<file path="src/rtl/ts_pkg.sv">
// ts_pkg - shared constants for the TS-over-USB path.
//   TS_PKT_LEN   : MPEG-TS packet length in bytes
//   TS_SYNC_BYTE : TS sync byte carried on the first byte of each packet
//   EP_ADDR_W    : EP3 buffer address width (also width of length fields)
//   ST_*         : ts_ep3_commit_ctrl state encodings
package ts_pkg;
   localparam int unsigned TS_PKT_LEN   = 188;
   localparam logic [7:0]  TS_SYNC_BYTE = 8'h47;
   localparam int unsigned EP_ADDR_W    = 11;

   localparam logic [2:0] ST_WAIT_RDY    = 3'd0;
   localparam logic [2:0] ST_CALC        = 3'd1;
   localparam logic [2:0] ST_FILL        = 3'd2;
   localparam logic [2:0] ST_COMMIT      = 3'd3;
   localparam logic [2:0] ST_WAIT_ACK_LO = 3'd4;
endpackage

</file>
<file path="src/rtl/ts_len_align.sv">
// ts_len_align - rounds a byte limit down to a whole number of packets.
//   clk, reset_n : clock, synchronous active-low reset
//   start        : one-cycle pulse, captures lim and starts the computation
//   lim          : requested length; values below PKT_LEN are treated as PKT_LEN
//   done         : one-cycle pulse when eff_len is valid
//   eff_len      : floor(max(lim,PKT_LEN)/PKT_LEN)*PKT_LEN, held until next start
module ts_len_align
   import ts_pkg::*;
#(
   parameter int unsigned PKT_LEN = TS_PKT_LEN,
   parameter int unsigned ADDR_W  = EP_ADDR_W
) (
   input  logic              clk,
   input  logic              reset_n,
   input  logic              start,
   input  logic [ADDR_W-1:0] lim,
   output logic              done,
   output logic [ADDR_W-1:0] eff_len
);
   localparam logic [ADDR_W-1:0] PKT_A = ADDR_W'(PKT_LEN);

   logic [ADDR_W-1:0] rem;
   logic              busy;

   // One packet subtracted per cycle; a full 11-bit limit needs 10
   // subtractions plus the final compare.
   always_ff @(posedge clk) begin
      if (!reset_n) begin
         rem     <= '0;
         eff_len <= '0;
         busy    <= 1'b0;
         done    <= 1'b0;
      end else begin
         done <= 1'b0;
         if (start) begin
            rem     <= (lim < PKT_A) ? PKT_A : lim;
            eff_len <= '0;
            busy    <= 1'b1;
         end else if (busy) begin
            if (rem >= PKT_A) begin
               rem     <= rem - PKT_A;
               eff_len <= eff_len + PKT_A;
            end else begin
               busy <= 1'b0;
               done <= 1'b1;
            end
         end
      end
   end
endmodule

</file>
<file path="src/rtl/ts_ep3_commit_ctrl.sv">
// ts_ep3_commit_ctrl - fills the EP3 isochronous IN buffer with whole TS
// packets and hands it to usb2_top through the commit/ack handshake.
//   clk, reset_n       : clock, synchronous active-low reset
//   commit_len         : requested commit size, sampled when a buffer starts
//   s_data/s_sop/s_valid/s_ready : byte stream from the ts_proxy FIFO
//   ep_in_addr/data/wren : EP3 buffer write port (1-cycle registered)
//   ep_in_ready        : buffer free for filling
//   ep_in_commit/_len/_ack : commit handshake, length stable while commit high
//   stat_commits       : number of commits (wraps)
//   stat_resyncs       : number of discarded partial packets (wraps)
module ts_ep3_commit_ctrl
   import ts_pkg::*;
#(
   parameter int unsigned PKT_LEN = TS_PKT_LEN,
   parameter int unsigned ADDR_W  = EP_ADDR_W,
   parameter int unsigned TIMEOUT = 50000
) (
   input  logic              clk,
   input  logic              reset_n,
   input  logic [ADDR_W-1:0] commit_len,
   input  logic [7:0]        s_data,
   input  logic              s_sop,
   input  logic              s_valid,
   output logic              s_ready,
   output logic [ADDR_W-1:0] ep_in_addr,
   output logic [7:0]        ep_in_data,
   output logic              ep_in_wren,
   input  logic              ep_in_ready,
   output logic              ep_in_commit,
   output logic [ADDR_W-1:0] ep_in_commit_len,
   input  logic              ep_in_commit_ack,
   output logic [15:0]       stat_commits,
   output logic [15:0]       stat_resyncs
);
   localparam int unsigned       POS_W    = $clog2(PKT_LEN);
   localparam logic [POS_W-1:0]  LAST_POS = POS_W'(PKT_LEN - 1);
   localparam logic [ADDR_W-1:0] PKT_A    = ADDR_W'(PKT_LEN);

   logic [2:0]        state;
   logic [ADDR_W-1:0] byte_cnt;
   logic [ADDR_W-1:0] pkt_base;
   logic [POS_W-1:0]  pkt_pos;   // position of the next byte within the packet
   logic              in_pkt;
   logic [31:0]       idle_cnt;

   logic              calc_start;
   logic              calc_done;
   logic [ADDR_W-1:0] eff_len;

   logic              accept;
   logic              resync;
   logic              wr_en;
   logic [ADDR_W-1:0] wr_addr;

   assign s_ready          = (state == ST_FILL);
   assign accept           = s_valid && s_ready;
   assign calc_start       = (state == ST_WAIT_RDY) && ep_in_ready;
   assign ep_in_commit     = (state == ST_COMMIT);
   assign ep_in_commit_len = ep_in_commit ? byte_cnt : '0;

   // pkt_pos counts the next position, so in_pkt implies pkt_pos != 0 and
   // any s_sop inside a packet is a resync.
   always_comb begin
      resync  = accept && s_sop && in_pkt;
      wr_en   = accept && (s_sop || in_pkt);
      wr_addr = resync ? pkt_base : byte_cnt;
   end

   ts_len_align #(
      .PKT_LEN (PKT_LEN),
      .ADDR_W  (ADDR_W)
   ) u_len_align (
      .clk     (clk),
      .reset_n (reset_n),
      .start   (calc_start),
      .lim     (commit_len),
      .done    (calc_done),
      .eff_len (eff_len)
   );

   always_ff @(posedge clk) begin
      if (!reset_n) begin
         state        <= ST_WAIT_RDY;
         byte_cnt     <= '0;
         pkt_base     <= '0;
         pkt_pos      <= '0;
         in_pkt       <= 1'b0;
         idle_cnt     <= '0;
         stat_commits <= '0;
         stat_resyncs <= '0;
      end else begin
         if (state != ST_FILL) idle_cnt <= '0;
         case (state)
            ST_WAIT_RDY: if (ep_in_ready) state <= ST_CALC;
            ST_CALC:     if (calc_done) state <= ST_FILL;
            ST_FILL: begin
               if (accept) begin
                  idle_cnt <= '0;
                  if (wr_en) begin
                     byte_cnt <= wr_addr + 1'b1;
                     if (s_sop) begin
                        in_pkt  <= 1'b1;
                        pkt_pos <= POS_W'(1);
                        if (resync) stat_resyncs <= stat_resyncs + 1'b1;
                     end else if (pkt_pos == LAST_POS) begin
                        in_pkt   <= 1'b0;
                        pkt_pos  <= '0;
                        pkt_base <= byte_cnt + 1'b1;
                        if (byte_cnt + 1'b1 == eff_len) state <= ST_COMMIT;
                     end else begin
                        pkt_pos <= pkt_pos + 1'b1;
                     end
                  end
               end else if (TIMEOUT != 0) begin
                  // Counter saturates so the flush fires as soon as a whole
                  // packet is present after a long idle stretch.
                  if (idle_cnt >= TIMEOUT - 1) begin
                     if (pkt_base >= PKT_A) begin
                        byte_cnt <= pkt_base;
                        in_pkt   <= 1'b0;
                        pkt_pos  <= '0;
                        idle_cnt <= '0;
                        state    <= ST_COMMIT;
                     end
                  end else begin
                     idle_cnt <= idle_cnt + 1'b1;
                  end
               end
            end
            ST_COMMIT: begin
               if (ep_in_commit_ack) begin
                  stat_commits <= stat_commits + 1'b1;
                  state        <= ST_WAIT_ACK_LO;
               end
            end
            ST_WAIT_ACK_LO: begin
               if (!ep_in_commit_ack) begin
                  byte_cnt <= '0;
                  pkt_base <= '0;
                  state    <= ST_WAIT_RDY;
               end
            end
            default: state <= ST_WAIT_RDY;
         endcase
      end
   end

   always_ff @(posedge clk) begin
      if (!reset_n) begin
         ep_in_addr <= '0;
         ep_in_data <= '0;
         ep_in_wren <= 1'b0;
      end else begin
         ep_in_wren <= wr_en;
         if (wr_en) begin
            ep_in_addr <= wr_addr;
            ep_in_data <= s_data;
         end
      end
   end
endmodule

</file>
<file path="config.mk">
export PLATFORM = sky130hd
export DESIGN_NAME = ts_ep3_commit_ctrl
export DESIGN_NICKNAME = d
export VERILOG_FILES = /design/src/rtl/ts_pkg.sv /design/src/rtl/ts_len_align.sv /design/src/rtl/ts_ep3_commit_ctrl.sv
export SDC_FILE = /design/constraint.sdc
export NUM_CORES = 1
export LEC_CHECK = 0
export CAP_MARGIN = 20
export CORE_MARGIN = 8
export CORE_UTILIZATION = 50
export DETAILED_ROUTE_END_ITERATION = 12
export PLACE_DENSITY = 0.79
export SYNTH_ARGS = -nofsm -noshare
export SYNTH_HDL_FRONTEND = slang
export SYNTH_HIERARCHICAL = 1
export SYNTH_SLANG_ARGS = --single-unit
export TNS_END_PERCENT = 5
</file>
<file path="constraint.sdc">
create_clock -name clk -period 4 [get_ports clk]
set_input_delay 0.8 -clock clk [delete_from_list [all_inputs] [get_ports clk]]
set_output_delay 0.8 -clock clk [all_outputs]
set_load 0.01 [all_outputs]
</file>
==> results_dict.tcl <==
set metrics [dict create \
    status "finished, final reports clean" \
    grt_setup_unrepaired "no" \
    worst_pin_slew_ns 0.808 \
    yosys-top-cells-area "dfxtp_1, nand2_1, xnor2_1" \
    synth_cell_types 77 \
    ctsHoldBuffers 0 \
    yosys-top-cells-count "dfxtp_1, nand2_1, nor2_1, and2_1, nand3_1" \
    clock_latency_ns 0.43 \
    p_int_mw 2.83 \
    grt_max_degree 97 \
    clk_path_buf_depth 2 \
    power_leakage_nw 3.23 \
    grt_pass1_wl_um 29900 \
    vias 6628 \
    finalCritPeriodShare 0.820 \
    synth.largest_area_cell "dfxtp_1" \
    drcViolationCount 0 \
    fmax_mhz 305 \
    postCtsSetupRepairBufs 0 \
    pwr-share-comb 0.151 \
    detail-route-antenna-nets 0 \
    yosysWarnings 6 \
    post-route-min-period_ns 3.28 \
    p_seq_frac 0.403 \
    final_util 0.616 \
    regArea_um2 2800 \
    drive_above_1_share 0.0672 \
    min_path_type "flop to flop" \
    ys_ff_latch 140 \
    crit_type "primary input to flop" \
    root_buffer "clkbuf_16" \
    finalWeightedCongestion 0.983 \
    final_hold_viol_count 0 \
    multi_input_area_um2 4180 \
    swShare 0.272 \
    yosysSeqAreaShare 0.381 \
    skew_ns 0.0139 \
    dp_slack_ns 0.317 \
    grt_pass1_vias 6086 \
    crit_required_ns 4.38 \
    pwr_density_cell_nw_per_um2 437 \
    routed_wl_um 18300 \
    ir_drop_uv 324 \
    dp.final_hpwl_um 12500 \
    critPathMaxStageDelay_ns 0.45 \
    coreArea_um2 14500 \
    final_area_um2 8910 \
    nNetsFinal 987 \
    setup_slack_ns 0.721 \
    syn_avg_cell_area_um2 8.21 \
    syn_area_um2 7350 \
    dieArea_um2 18800 \
    finalSetupTns_ns 0 \
    insertedDiodeCount 0 \
    die_h_um 137 \
    finalPower_mw 3.89 \
    slowest_stage "clkdlybuf4s50_1" \
    end_kind "flop" \
    clk_pin_slew_worst_paths_ns 0.07 \
    ios 90 \
    clock_sinks 140 \
    antenna_found_initial 0 \
    p_sw_mw 1.06 \
    die_x_um 137 \
    path_max_fanout 16 \
    drtPass1Iterations 6 \
    startpoint_type "primary input" \
    first_iter_violations 567 \
    grt_usage 0.197 \
    slew-limit-headroom 0.457 \
    overflow 0 \
    drv_cap 0 \
    cp_top_family "simple AND/OR/NAND/NOR gates" \
    htree_levels 4 \
    yosysMostFrequentCell "dfxtp_1" \
    cts_tree "done" \
    async_reset_ff_frac 0 \
    path_cells "clkdlybuf4s50_1 > and4bb_1 > buf_4 > nand3_1 > nand2_1 > nand2_1 > ha_1 > and2_1 > o21ai_0 > mux2_2 > a2111oi_0 > a21o_1 > and2_1" \
    placed_area_um2 8270 \
    nFillCells 1287 \
    syn_inst 896 \
    wl_per_cell_um 15.9 \
    crit_arrival_ns 3.66 \
    start_util 0.508 \
    finalMaxSlewViolations 0 \
    cts_made_buffers 17 \
    synth_edf_count 0 \
    area_growth_syn_to_layout_pct 21.2 \
    path_buf_inv 2 \
    pwr-share-clk 0.446 \
    yosys_most_used_dff "dfxtp_1" \
    synth_top_area_frac 0.381 \
    cts.repair.resized 0 \
    setup_violations 0 \
    vias_per_cell 5.76 \
    fp-row-count 44 \
    port_buffers 89 \
]
-- worst paths after layout --
check        slack [ns]  cells after the start           from       endpoint
min reg2reg        0.46                      2  ep_in_data[0]  ep_in_data[0]
max                0.72                     13        s_valid    byte_cnt[6]
min                0.46                      2  ep_in_data[0]  ep_in_data[0]
max reg2reg        0.85                     11       state[1]    byte_cnt[6]
-- metal layers --
| layer | track usage | wire (um) | part of all wire |
|---|---|---|---|
| met1 | 0.255 | 8420 | 0.46 |
| met2 | 0.302 | 8120 | 0.44 |
| met3 | 0.0616 | 1420 | 0.078 |
| met5 | 0.00277 | 0 | 0 |
| met4 | 0.0664 | 364 | 0.020 |
-- sequential cells by signal (all words and copies together), names as in the netlist, 9 cells and up --
signal / flops
byte_cnt: 11
ep_in_addr: 11
idle_cnt: 32
pkt_base: 11
stat_commits: 16
stat_resyncs: 16
u_len_align/eff_len: 9
u_len_align/rem: 11
-- cells in the final DEF (no fill, tap or decap), types with 6 or more instances in the layout --
master / synthesis / routed
o211a_1: 8 / 8
nor3_1: 24 / 24
a21oi_1: 45 / 45
or3_1: 10 / 10
clkbuf_16: 0 / 17
and2_1: 49 / 49
ha_1: 8 / 8
a211oi_1: 8 / 8
nand3_1: 46 / 46
nand2b_1: 7 / 7
o211ai_1: 9 / 9
nor4_1: 9 / 9
nand4_1: 23 / 23
clkdlybuf4s50_1: 0 / 88
dfxtp_1: 140 / 140
buf_4: 2 / 11
and4_1: 6 / 6
nor2b_1: 14 / 14
o21ai_0: 41 / 41
a31oi_1: 10 / 10
xor2_1: 25 / 25
and3_1: 32 / 32
inv_1: 17 / 17
a21boi_0: 19 / 19
nor2_1: 62 / 61
xnor2_1: 37 / 37
nand2_1: 96 / 96
-- logic make-up after synthesis --
| kind of cell | synth area share |
|---|---|
| buffers and inverters | 0.0510 |
| flip-flops | 0.381 |
| AO/OA/AOI/OAI | 0.174 |
| multiplexers | 0.0129 |
| adder cells (fa/ha/maj) | 0.0136 |
| XOR/XNOR | 0.0738 |
| other | 0.000510 |
| AND/OR/NAND/NOR | 0.293 |
-- through the flow --
stage               instances  hold slack, ns
finish                   1151           0.461
detailed placement       1119           0.456
global route             1151           0.485
CTS                      1151           0.465
floorplan                 897           0.432
global placement         1119           0.449
-- worst reg2reg max path, cell delays in order (launching register included) --
cell       delay, ns
dfxtp_1         0.69
and4bb_1        0.33
buf_4           0.24
nand3_1         0.17
nand2_1         0.13
nand2_1         0.06
ha_1            0.34
and3_1          0.27
mux2_2          0.26
a2111oi_0       0.40
a21o_1          0.12
and2_1          0.11
-- power groups by stage --
stage / clock [mW] / sequential [mW] / combinational [mW]
floorplan: 0 / 1.56 / 0.452
global placement: 0 / 1.59 / 0.572
detailed placement: 0 / 1.59 / 0.584
CTS: 1.75 / 1.56 / 0.590
global route: 1.83 / 1.58 / 0.649
finish: 1.73 / 1.57 / 0.589
-- layout make-up --
class,instances,area share
Clock buffer,19,0.0486
Timing Repair Buffer,101,0.111
Inverter,17,0.00716
Sequential cell,140,0.314
Multi-Input combinational cell,677,0.469
Tap cell,184,0.0258
Clock inverter,13,0.0239
(Power assumes the default switching activity.)
